==> config.mk <==
export PLATFORM = sky130hd
export DESIGN_NAME = base11_digit_seq
export DESIGN_NICKNAME = d
export VERILOG_FILES = /design/src/rtl/base11_digit_seq_pkg.sv /design/src/rtl/base11_digit_seq_div.sv /design/src/rtl/base11_digit_seq.sv
export SDC_FILE = /design/constraint.sdc
export NUM_CORES = 1
export LEC_CHECK = 0
export ABC_AREA = 1
export BUFFER_PORTS_ARGS = -buffer_cell sky130_fd_sc_hd__buf_2
export CAP_MARGIN = 10
export CELL_PAD_IN_SITES_DETAIL_PLACEMENT = 1
export CELL_PAD_IN_SITES_GLOBAL_PLACEMENT = 1
export CORE_MARGIN = 2
export CORE_UTILIZATION = 35
export CTS_CLUSTER_SIZE = 25
export DETAILED_ROUTE_END_ITERATION = 6
export HOLD_SLACK_MARGIN = 0.1
export PLACE_DENSITY = 0.77
export SYNTH_ARGS = -nofsm -noshare
export SYNTH_HDL_FRONTEND = slang
export SYNTH_SLANG_ARGS = --single-unit
==> constraint.sdc <==
create_clock -name clk -period 28.5 [get_ports clk]
set_clock_uncertainty 0.05 [all_clocks]
set_input_delay 2.85 -clock clk [delete_from_list [all_inputs] [get_ports clk]]
set_output_delay 2.85 -clock clk [all_outputs]
set_load 0.05 [all_outputs]
==> src/rtl/base11_digit_seq_pkg.sv <==
// base11_digit_seq_pkg: shared constants and FSM state type for the base-11 digit sequencer
package base11_digit_seq_pkg;
    localparam int RADIX      = 11;
    localparam int MAX_DIGITS = 10;
    localparam int DIGIT_W    = 4;
    typedef enum logic [1:0] {IDLE, DIV, WAIT, EMIT} state_t;
endpackage

==> src/rtl/base11_digit_seq_div.sv <==
// div_32_11: combinational divide of a 32-bit operand by the radix, quotient fits in 29 bits
module div_32_11
    import base11_digit_seq_pkg::*;
(
    input  logic [31:0]        x,
    output logic [28:0]        q,
    output logic [DIGIT_W-1:0] r
);
    assign q = 29'(x / 32'(RADIX));
    assign r = DIGIT_W'(x % 32'(RADIX));
endmodule

==> src/rtl/base11_digit_seq.sv <==
// base11_digit_seq: streams the base-11 digits of a 32-bit operand, least significant first
module base11_digit_seq
    import base11_digit_seq_pkg::*;
#(
    parameter int DIV_PIPE = 0
) (
    input  logic               clk,
    input  logic               rst,
    input  logic               in_valid,
    output logic               in_ready,
    input  logic [31:0]        in_data,
    output logic               out_valid,
    input  logic               out_ready,
    output logic [DIGIT_W-1:0] out_digit,
    output logic [3:0]         out_index,
    output logic               out_last
);
    state_t state, state_d;
    logic [31:0] acc;
    logic [3:0] idx;
    logic [DIGIT_W-1:0] digit, r, r_s;
    logic [28:0] q, q_s;
    logic last, load;
    div_32_11 u_div (.x(acc), .q(q), .r(r));
    generate
        if (DIV_PIPE != 0) begin : g_pipe
            always_ff @(posedge clk) begin
                if (rst) begin
                    q_s <= '0;
                    r_s <= '0;
                end else if (state == DIV) begin
                    q_s <= q;
                    r_s <= r;
                end
            end
        end else begin : g_comb
            assign q_s = q;
            assign r_s = r;
        end
    endgenerate
    // the digit update happens where the quotient/remainder are final: DIV, or WAIT when piped
    assign load = state == ((DIV_PIPE != 0) ? WAIT : DIV);
    always_comb begin
        state_d = (state == IDLE && in_valid) ? DIV :
                  (state == DIV) ? ((DIV_PIPE != 0) ? WAIT : EMIT) :
                  (state == WAIT) ? EMIT :
                  (state == EMIT && out_ready) ? (last ? IDLE : DIV) : state;
    end
    always_ff @(posedge clk) begin
        if (rst) begin
            state <= IDLE;
            acc   <= '0;
            idx   <= '0;
            digit <= '0;
            last  <= 1'b0;
        end else begin
            state <= state_d;
            if (state == IDLE && in_valid) begin
                acc <= in_data;
                idx <= '0;
            end
            if (load) begin
                digit <= r_s;
                acc   <= {3'b0, q_s};
                last  <= q_s == '0;
                assert (r_s < DIGIT_W'(RADIX));
            end
            if (state == EMIT && out_ready && !last) idx <= idx + 4'd1;
            assert (idx < 4'(MAX_DIGITS));
        end
    end
    assign in_ready  = !rst && state == IDLE;
    assign out_valid = !rst && state == EMIT;
    assign out_digit = digit;
    assign out_index = idx;
    assign out_last  = last;
endmodule

After elaboration in Yosys (flattened, before gate mapping). Cells that the tools add are included. W data, S select, Z words.

Add/sub/neg operators: 1. Divide/modulo/power cells: 2. Eq/ne operators: 3. Mux-type cells: 9. Reductions and logical operators: 15.

Operators by type and width (number): $mux W29 (2); $div A32 B4 Y32 const B (1); $mod A32 B4 Y32 const B (1); $logic_not A29 Y1 (1); $mux W4 (2); $mux W2 (3); $logic_and A1 B1 Y1 (5); $add A4 B1 Y4 const B (1); $eq A2 B2 Y1 const B (2); $reduce_bool A2 Y1 (2); $reduce_bool A4 Y1 (1); $reduce_or A2 Y1 (2); $reduce_bool A3 Y1 (1); $eq A2 B1 Y1 const B (1); $logic_not A1 Y1 (2); $logic_not A2 Y1 (1); $mux W1 (2).

Bits in registers: 43. Bits of input ports: 36. Output and inout bits: 11. Word-level logic and storage cells: 37.

Depth between registers and ports, before layout. Gate-level depths: netlist of the first run.

Depth in word-level cells: 6. Gate-level depth with buffers: 158. Gate-level depth less buffers: 158.

Hierarchy. A second synthesis of the first run with hierarchy kept.

Cell total of the unflattened synthesis: 976. Area total of the unflattened synthesis: 5725.5 um^2.

By module, submodules not included: div_32_11 (times used 1, cells each 699, area each 3754.9 um^2, sequential area each 0.0 um^2); base11_digit_seq (times used 1, cells each 277, area each 1970.6 um^2, sequential area each 860.8 um^2).

Worst setup path after synthesis of the first run. No wires, ideal clock.

Path type: reg-to-reg. Start point: register acc[28]. End point: register digit[1] (netlist: out_digit[1]). Setup time: 0.113 ns. Arrival: 12.253 ns. Data required time: 28.337 ns. Setup slack: 16.084 ns. Cell stages (with the launch flop): 146. Path buffers: 0. Clock period less this slack: 12.416 ns. Cell sequence: dfxtp_1 -> nand2_1 -> nand2_1 -> nand3_1 -> nand2_2 -> nor2_2 -> nand2_2 -> nand2_2 -> nand2_1 -> nand2_2 -> nor2_2 -> nand2_1 -> nand3_1 -> nand3_2 -> nand2_4 -> nand2_4 -> nand2_4 -> nand2_2 -> [... 110 more ...] -> nand2_2 -> inv_1 -> ha_1 -> inv_1 -> nand2_2 -> a21oi_4 -> nand3_1 -> nand2_1 -> inv_1 -> ha_1 -> inv_1 -> nand3_2 -> nand2_2 -> nand2_4 -> nand2_1 -> nand2_1 -> nand2_1 -> nand2_1.

Word-level cells in the longest chain between the ends: 1.

RTL lines: start, declared (RTL line base11_digit_seq.sv:19) `logic [31:0] acc;`; start signal, assigned (RTL line base11_digit_seq.sv:59) `acc <= in_data;`; start signal, assigned (RTL line base11_digit_seq.sv:64) `acc <= {3'b0, q_s};`; $mod A32 B4 Y32 (RTL line base11_digit_seq_div.sv:10) `assign r = DIGIT_W'(x % 32'(RADIX));`; end signal, assigned (RTL line base11_digit_seq.sv:63) `digit <= r_s;`; end, declared (RTL line base11_digit_seq.sv:21) `logic [DIGIT_W-1:0] digit, r, r_s;`.

Every way passes these cells. A chain may end at the register's enable or synchronous reset.

Worst setup path in the final report of the first run.
Start point: register acc[29]. End point: register digit[1] (netlist: out_digit[1]).

The elaborated chain is that of the path after synthesis.

==> metrics.log, run 1 <==
INFO  metric largest_net_degree_at_the_start_of_global_routing = 40
INFO  metric critical_path.most_common_cell = sky130_fd_sc_hd__nand2_2
INFO  metric root_buffer = sky130_fd_sc_hd__clkbuf_16
INFO  metric routed_wl = 16000 um
INFO  metric postCtsResizedCells = 0
INFO  metric required = 28.64 ns
INFO  metric final.setup.tns = 0 ns
INFO  metric first_global_vias = ~6000
INFO  metric floorplan.die.height = around 130 um
INFO  metric detailedRoute.firstPassIterationCount = 4
INFO  metric crit_family = simple AND/OR/NAND/NOR gates
INFO  metric fin_hold_ws = ~0.41 ns
INFO  metric synth_top_area_cell = sky130_fd_sc_hd__nand2_1
INFO  metric status = complete, no violations
INFO  metric hold_path_depth = 2
INFO  metric initial_core_util = 35.8%
INFO  metric clock_tree_from_tritoncts = built
INFO  metric buffers_inverters_on_critical_path = 8
INFO  metric synth.area.top_cells = sky130_fd_sc_hd__nand2_1 16%, sky130_fd_sc_hd__dfxtp_1 14%, sky130_fd_sc_hd__nand2_2 13%
INFO  metric cap_violations = 0
INFO  metric critical_path_top_delay_cell = sky130_fd_sc_hd__dfxtp_1
INFO  metric viasPerCell = a little under 5
INFO  metric slew_viol_final = 0
INFO  metric grt_first_pass_wirelength = 28000 um
INFO  metric synth.avg_cell_area = 6.19 sq um
INFO  metric final_nets = 1047
INFO  metric post_synth_num_cell_types = 43
INFO  metric min_period_over_period = about half
INFO  metric worst-path-stages = 138
INFO  metric fillCellCount = 2268
INFO  metric initial_antenna_violation_count = 2
INFO  metric gp_congestion = between 0.8 and 0.9
INFO  metric port_buffers = 46
INFO  metric syn2layout_area_growth = 10.2%
INFO  metric rsz0062_at_grt = false
INFO  metric synthesis.nets = about 1000
INFO  metric placement.setup.worst_slack = between 10 and 15 ns
INFO  metric syn-instance-count = 960
INFO  metric worst_skew_pair.late_latency = 0.29 ns
INFO  metric core_area = approximately 17000 sq um
INFO  metric dpl.hpwl = 13300 um
INFO  metric die_x = 134 um
INFO  metric gr-total-overflow = 0
INFO  metric rr_worst_depth = 138
INFO  metric postSynthRegisterBits = 43
INFO  metric part_of_the_yosys_area_used_for_sequential_elements = between 10 and 15%
INFO  metric clock_sink_count = 43
INFO  metric path_clk_slew = about 0.07 ns
INFO  metric tightest_slew = approximately 0.8 ns
INFO  metric postRouteAntennaNets = 0
INFO  metric ff_latch_area = 861 sq um
INFO  metric std_cell_rows = 47
INFO  metric io-pin-count = 47
INFO  metric dieArea = between 15000 and 20000 sq um
INFO  metric synth_area = 5940 sq um
INFO  metric cp_launch_type = register
INFO  metric multiInputGateArea = 4420 sq um
INFO  metric htree_levels = 2
INFO  metric synth.yosys.warnings = 0
INFO  metric worst_slew_margin_rel = 48.1%
INFO  metric hold_fix_buffer_count_after_cts = 0
INFO  metric critPathMaxFanout = 8
INFO  metric deepest_clock_path_buffer_count = 2
INFO  metric final_layout_size_suffix_gt1_share = 31.6%
INFO  metric cp.arrival = around 15 ns
INFO  metric timing.final.crit_period = 14.61 ns
INFO  metric hold_violations = 0
INFO  metric setup_violations = 0
INFO  metric cts_buffers = 5
INFO  metric postLayoutSetupSlackWorst = 13.89 ns
INFO  metric routedWlPerCell = 13.1 um
INFO  metric netlist.area_leader.share = 15.8%
INFO  metric dr_total_vias = between 6000 and 7000
INFO  metric fmaxAchievable = 0.0684 GHz
INFO  metric critical_path.max_stage_delay = 0.34 ns
INFO  metric path_class = register to register
INFO  metric postCtsSetupRepairBufs = 0
INFO  metric timing.hold.worst.class = register to register
INFO  metric gr-usage-all-layers = 18.3%
INFO  metric drc = 0
INFO  metric drt_iter0_drc = 157
INFO  metric critical_path.endpoint_type = register
-- worst reg2reg max path, delay by kind of cell (launching register included) --
family	cells	cell delay, ns
and+or+nand+nor	123	11.73
AOI/OAI and AO/OA	5	1.15
buffers and inverters	8	0.91
adders and majority gates	2	0.36
DFF	1	0.34
-- Yosys cell counts, drive strengths merged --
library cell	number
buf	2
nand3	139
and2	1
a21boi	1
ha	7
o211ai	5
nor4	2
nand4	10
o21bai	3
nor3	1
o21ai	34
inv	133
nor2	65
xor2	14
a221oi	13
nand3b	1
dfxtp	43
bufinv	4
nand2	427
clkinv	2
or4	8
clkbuf	10
a211oi	1
a21oi	20
a31oi	14
-- through the flow --
step           std cells  instance area (sq um)  utilization (%)
2_1_floorplan        960                   5940                -
3_3_place_gp        1217                   6390             38.6
3_5_place_dp        1217                   6390             38.6
4_1_cts             1225                   6540             39.5
5_1_grt             1227                   6550             39.5
6_report            1227                   6550             39.5
-- cell families after synthesis --
| kind of cell | share of synthesized area, % |
|---|---|
| fa+ha+maj | 1.47 |
| simple gates | 60.8 |
| compound gates | 10.1 |
| buf+inv | 11.1 |
| flops | 14.5 |
| xor+xnor | 2.06 |
-- area by class of cell --
| class | count | area share, % |
|---|---|---|
| Multi-Input combinational cell | 766 | 67.6 |
| Antenna cell | 2 | 0.0764 |
| Inverter | 139 | 8.87 |
| Sequential cell | 43 | 13.1 |
| Tap cell | 220 | 4.20 |
| Clock inverter | 3 | 0.363 |
| Timing Repair Buffer | 49 | 3.86 |
| Clock buffer | 5 | 1.91 |
-- state kept, by name, summed over array words and instances, names as in the netlist --
register / cells
out_digit: 4
state: 2
out_last: 1
acc: 32
out_index: 4
-- layer usage --
metal,part of all wire [%],up-vias,GRT usage [%]
met4,1.3,0,3.80
met1,50,2782,24.7
met2,48,43,31.9
met3,1.1,16,1.40
met5,0,-,0
li1,-,3168,-
-- cell usage in the layout, fill, tap and decap left out, drive strengths merged, types with 7 or more instances in the layout --
master / Yosys / final
buf: 2 / 49
a21oi: 20 / 20
nor2: 65 / 65
ha: 7 / 7
nand4: 10 / 10
a221oi: 13 / 13
dfxtp: 43 / 43
nand2: 427 / 427
o21ai: 34 / 34
inv: 133 / 134
nand3: 139 / 139
a31oi: 14 / 14
xor2: 14 / 14
or4: 8 / 8
-- final timing paths --
kind                                                 from                   endpoint  slack, ns
worst min register to register  out_digit[3]$_SDFFE_PP0P_  out_digit[3]$_SDFFE_PP0P_       0.41
worst max register to register       acc[29]$_SDFFE_PP0P_  out_digit[1]$_SDFFE_PP0P_      13.89
worst min-delay path            out_digit[3]$_SDFFE_PP0P_  out_digit[3]$_SDFFE_PP0P_       0.41
worst max-delay path                 acc[29]$_SDFFE_PP0P_  out_digit[1]$_SDFFE_PP0P_      13.89
Power of run 1 is not shown: default switching activity piles up to over one toggle a cycle in this logic, so the estimate is an artifact.
==> run 2, diff against run 1 <==
Settings changed: PLACE_DENSITY 0.77 to 0.8.
Clock period 28.5 ns to 12.85 ns, I/O delays scaled along.
==> run 2 against run 1 <==
  * Cell count up 22%
  * Core utilization is 23 points higher
  * Via count grew 53%
  * Largest cell class unchanged
  * Non-clock buffer count increased by 265
  * First-iteration DRC count rose to 6.1 times the previous value
  * Sequential share of layout area shrank 4.8 points
  * Register-to-register slack lost 17 ns
  * The run now ends with negative setup slack left
  * Maximum frequency is 6.9% lower
  * Highest routed layer unchanged
  * Die area did not move
  * Routed wire length rose to 2.5 times the previous value
  * Global-route usage increased by 14 points
==> metrics.log, run 2 (synthesized netlist as in run 1, its figures left out) <==
INFO  metric final_nets = 1312
INFO  metric port_buffers = 46
INFO  metric floorplan.die.height = approximately 130 um
INFO  metric required = 13.03 ns
INFO  metric core_area = between 15000 and 20000 sq um
INFO  metric rsz0062_at_grt = true
INFO  metric dieArea = 18000 sq um
INFO  metric clock_sink_count = 43
INFO  metric die_x = 134 um
INFO  metric setup_violations = 11
INFO  metric fillCellCount = 2082
INFO  metric critical_path.endpoint_type = register
INFO  metric fmaxAchievable = 0.0637 GHz
INFO  metric largest_net_degree_at_the_start_of_global_routing = 40
INFO  metric initial_antenna_violation_count = 1
INFO  metric initial_core_util = 35.8%
INFO  metric viasPerCell = 6.15
INFO  metric status = complete, but fails checks
INFO  metric gr-usage-all-layers = 32.6%
INFO  metric cts_buffers = 5
INFO  metric timing.final.crit_period = 15.70 ns
INFO  metric min_period_over_period = 122%
INFO  metric timing.hold.worst.class = register to register
INFO  metric worst_skew_pair.late_latency = 0.32 ns
INFO  metric placement.setup.worst_slack = -1.27 ns
INFO  metric hold_violations = 0
INFO  metric syn2layout_area_growth = 75.6%
INFO  metric largest_reg_flops = 32
INFO  metric slew_viol_final = 0
INFO  metric htree_levels = 2
INFO  metric violations = negative setup slack
INFO  metric grt_first_pass_wirelength = roughly 47000 um
INFO  metric postLayoutSetupSlackWorst = -2.85 ns
INFO  metric gp_congestion = just over 0.8
INFO  metric gr-total-overflow = 0
INFO  metric ff_latch_area = approximately 900 sq um
INFO  metric cp_launch_type = register
INFO  metric final_layout_size_suffix_gt1_share = 62.1%
INFO  metric multiInputGateArea = 6160 sq um
INFO  metric std_cell_rows = 47
INFO  metric detailedRoute.firstPassIterationCount = 5
INFO  metric tightest_slew = 0.945 ns
INFO  metric critical_path.most_common_cell = sky130_fd_sc_hd__nand2_4
INFO  metric largest_register = acc
INFO  metric dpl.hpwl = 15100 um
INFO  metric routed_wl = 40500 um
INFO  metric dr_total_vias = roughly 9200
INFO  metric place_inst = 1364
INFO  metric final.setup.tns = -22.62 ns
INFO  metric routedWlPerCell = about 27 um
INFO  metric path_class = register to register
INFO  metric worst_slew_margin_rel = between 30% and 40%
INFO  metric path_clk_slew = 0.08 ns
INFO  metric layout_commonest_cell = sky130_fd_sc_hd__buf_4
INFO  metric critPathMaxFanout = 7
INFO  metric layoutNonFillerInstCount = 1491
INFO  metric cp.arrival = 15.87 ns
INFO  metric io-pin-count = 47
INFO  metric root_buffer = sky130_fd_sc_hd__clkbuf_16
INFO  metric first_global_vias = 9045
INFO  metric clock_tree_from_tritoncts = built
INFO  metric postRouteAntennaNets = 0
INFO  metric most_frequent_cells_in_the_layout = 251 x sky130_fd_sc_hd__buf_4, 160 x sky130_fd_sc_hd__nand2_1, 133 x sky130_fd_sc_hd__nand2_4
INFO  metric critical_path_top_delay_cell = sky130_fd_sc_hd__dfxtp_4
INFO  metric drt_iter0_drc = 959
INFO  metric drc = 0
INFO  metric cap_violations = 0
INFO  metric deepest_clock_path_buffer_count = 2
INFO  metric critical_path.max_stage_delay = a little under 0.4 ns
## run 2: stage by stage
stage / hold WS, ns / area, sq um / utilization, %
global placement: 0.396 / 7500 / 45.2
CTS: 0.411 / 8960 / 54.0
floorplan: 0.420 / 5940 / -
global route: 0.433 / 10400 / 62.9
detailed placement: 0.398 / 7500 / 45.2
finish: 0.411 / 10400 / 62.9
## run 2: cell type report
class                           instances  share of cell area, %
Tap cell                              220                   2.64
Inverter                              139                   5.77
Antenna cell                            1                 0.0240
Multi-Input combinational cell        766                   59.1
Sequential cell                        43                   8.40
Clock inverter                          2                  0.576
Clock buffer                            6                   1.24
Timing Repair Buffer                  314                   22.3
## run 2: final timing paths
check	from	to	slack, ns	cells after the start
worst max-delay path	acc[31]$_SDFFE_PP0P_	out_last$_SDFFE_PP0P_	-2.85	140
worst min-delay path	out_digit[0]$_SDFFE_PP0P_	out_digit[0]$_SDFFE_PP0P_	0.41	2
worst max register to register	acc[31]$_SDFFE_PP0P_	out_last$_SDFFE_PP0P_	-2.85	140
worst min register to register	out_digit[0]$_SDFFE_PP0P_	out_digit[0]$_SDFFE_PP0P_	0.41	2
## run 2: repair_timing
action / 4_1_cts / 5_1_grt
cloned: 0 / 0
gates resized for setup: 193 / 232
pin swaps: 81 / 166
setup endpoints to repair: 8 / 11
hold buffers: 0 / 0
setup buffers: 67 / 51
## run 2: worst max-delay path, delay by kind of cell, from the launching register on
family / cells / cell delay [ns]
simple gates: 109 / 10.74
buf+inv: 20 / 2.20
compound gates: 6 / 1.06
xor+xnor: 3 / 0.71
flops: 1 / 0.39
fa+ha+maj: 2 / 0.33
## run 2: per-layer routing
metal	share of wire [%]	vias up	global-route usage (%)
met5	0	-	0
met4	8.5	0	17.6
met3	7.7	314	5.90
met1	37	4444	35.6
li1	-	3709	-
met2	47	706	59.5
Power of run 2 is left out for the same reason.
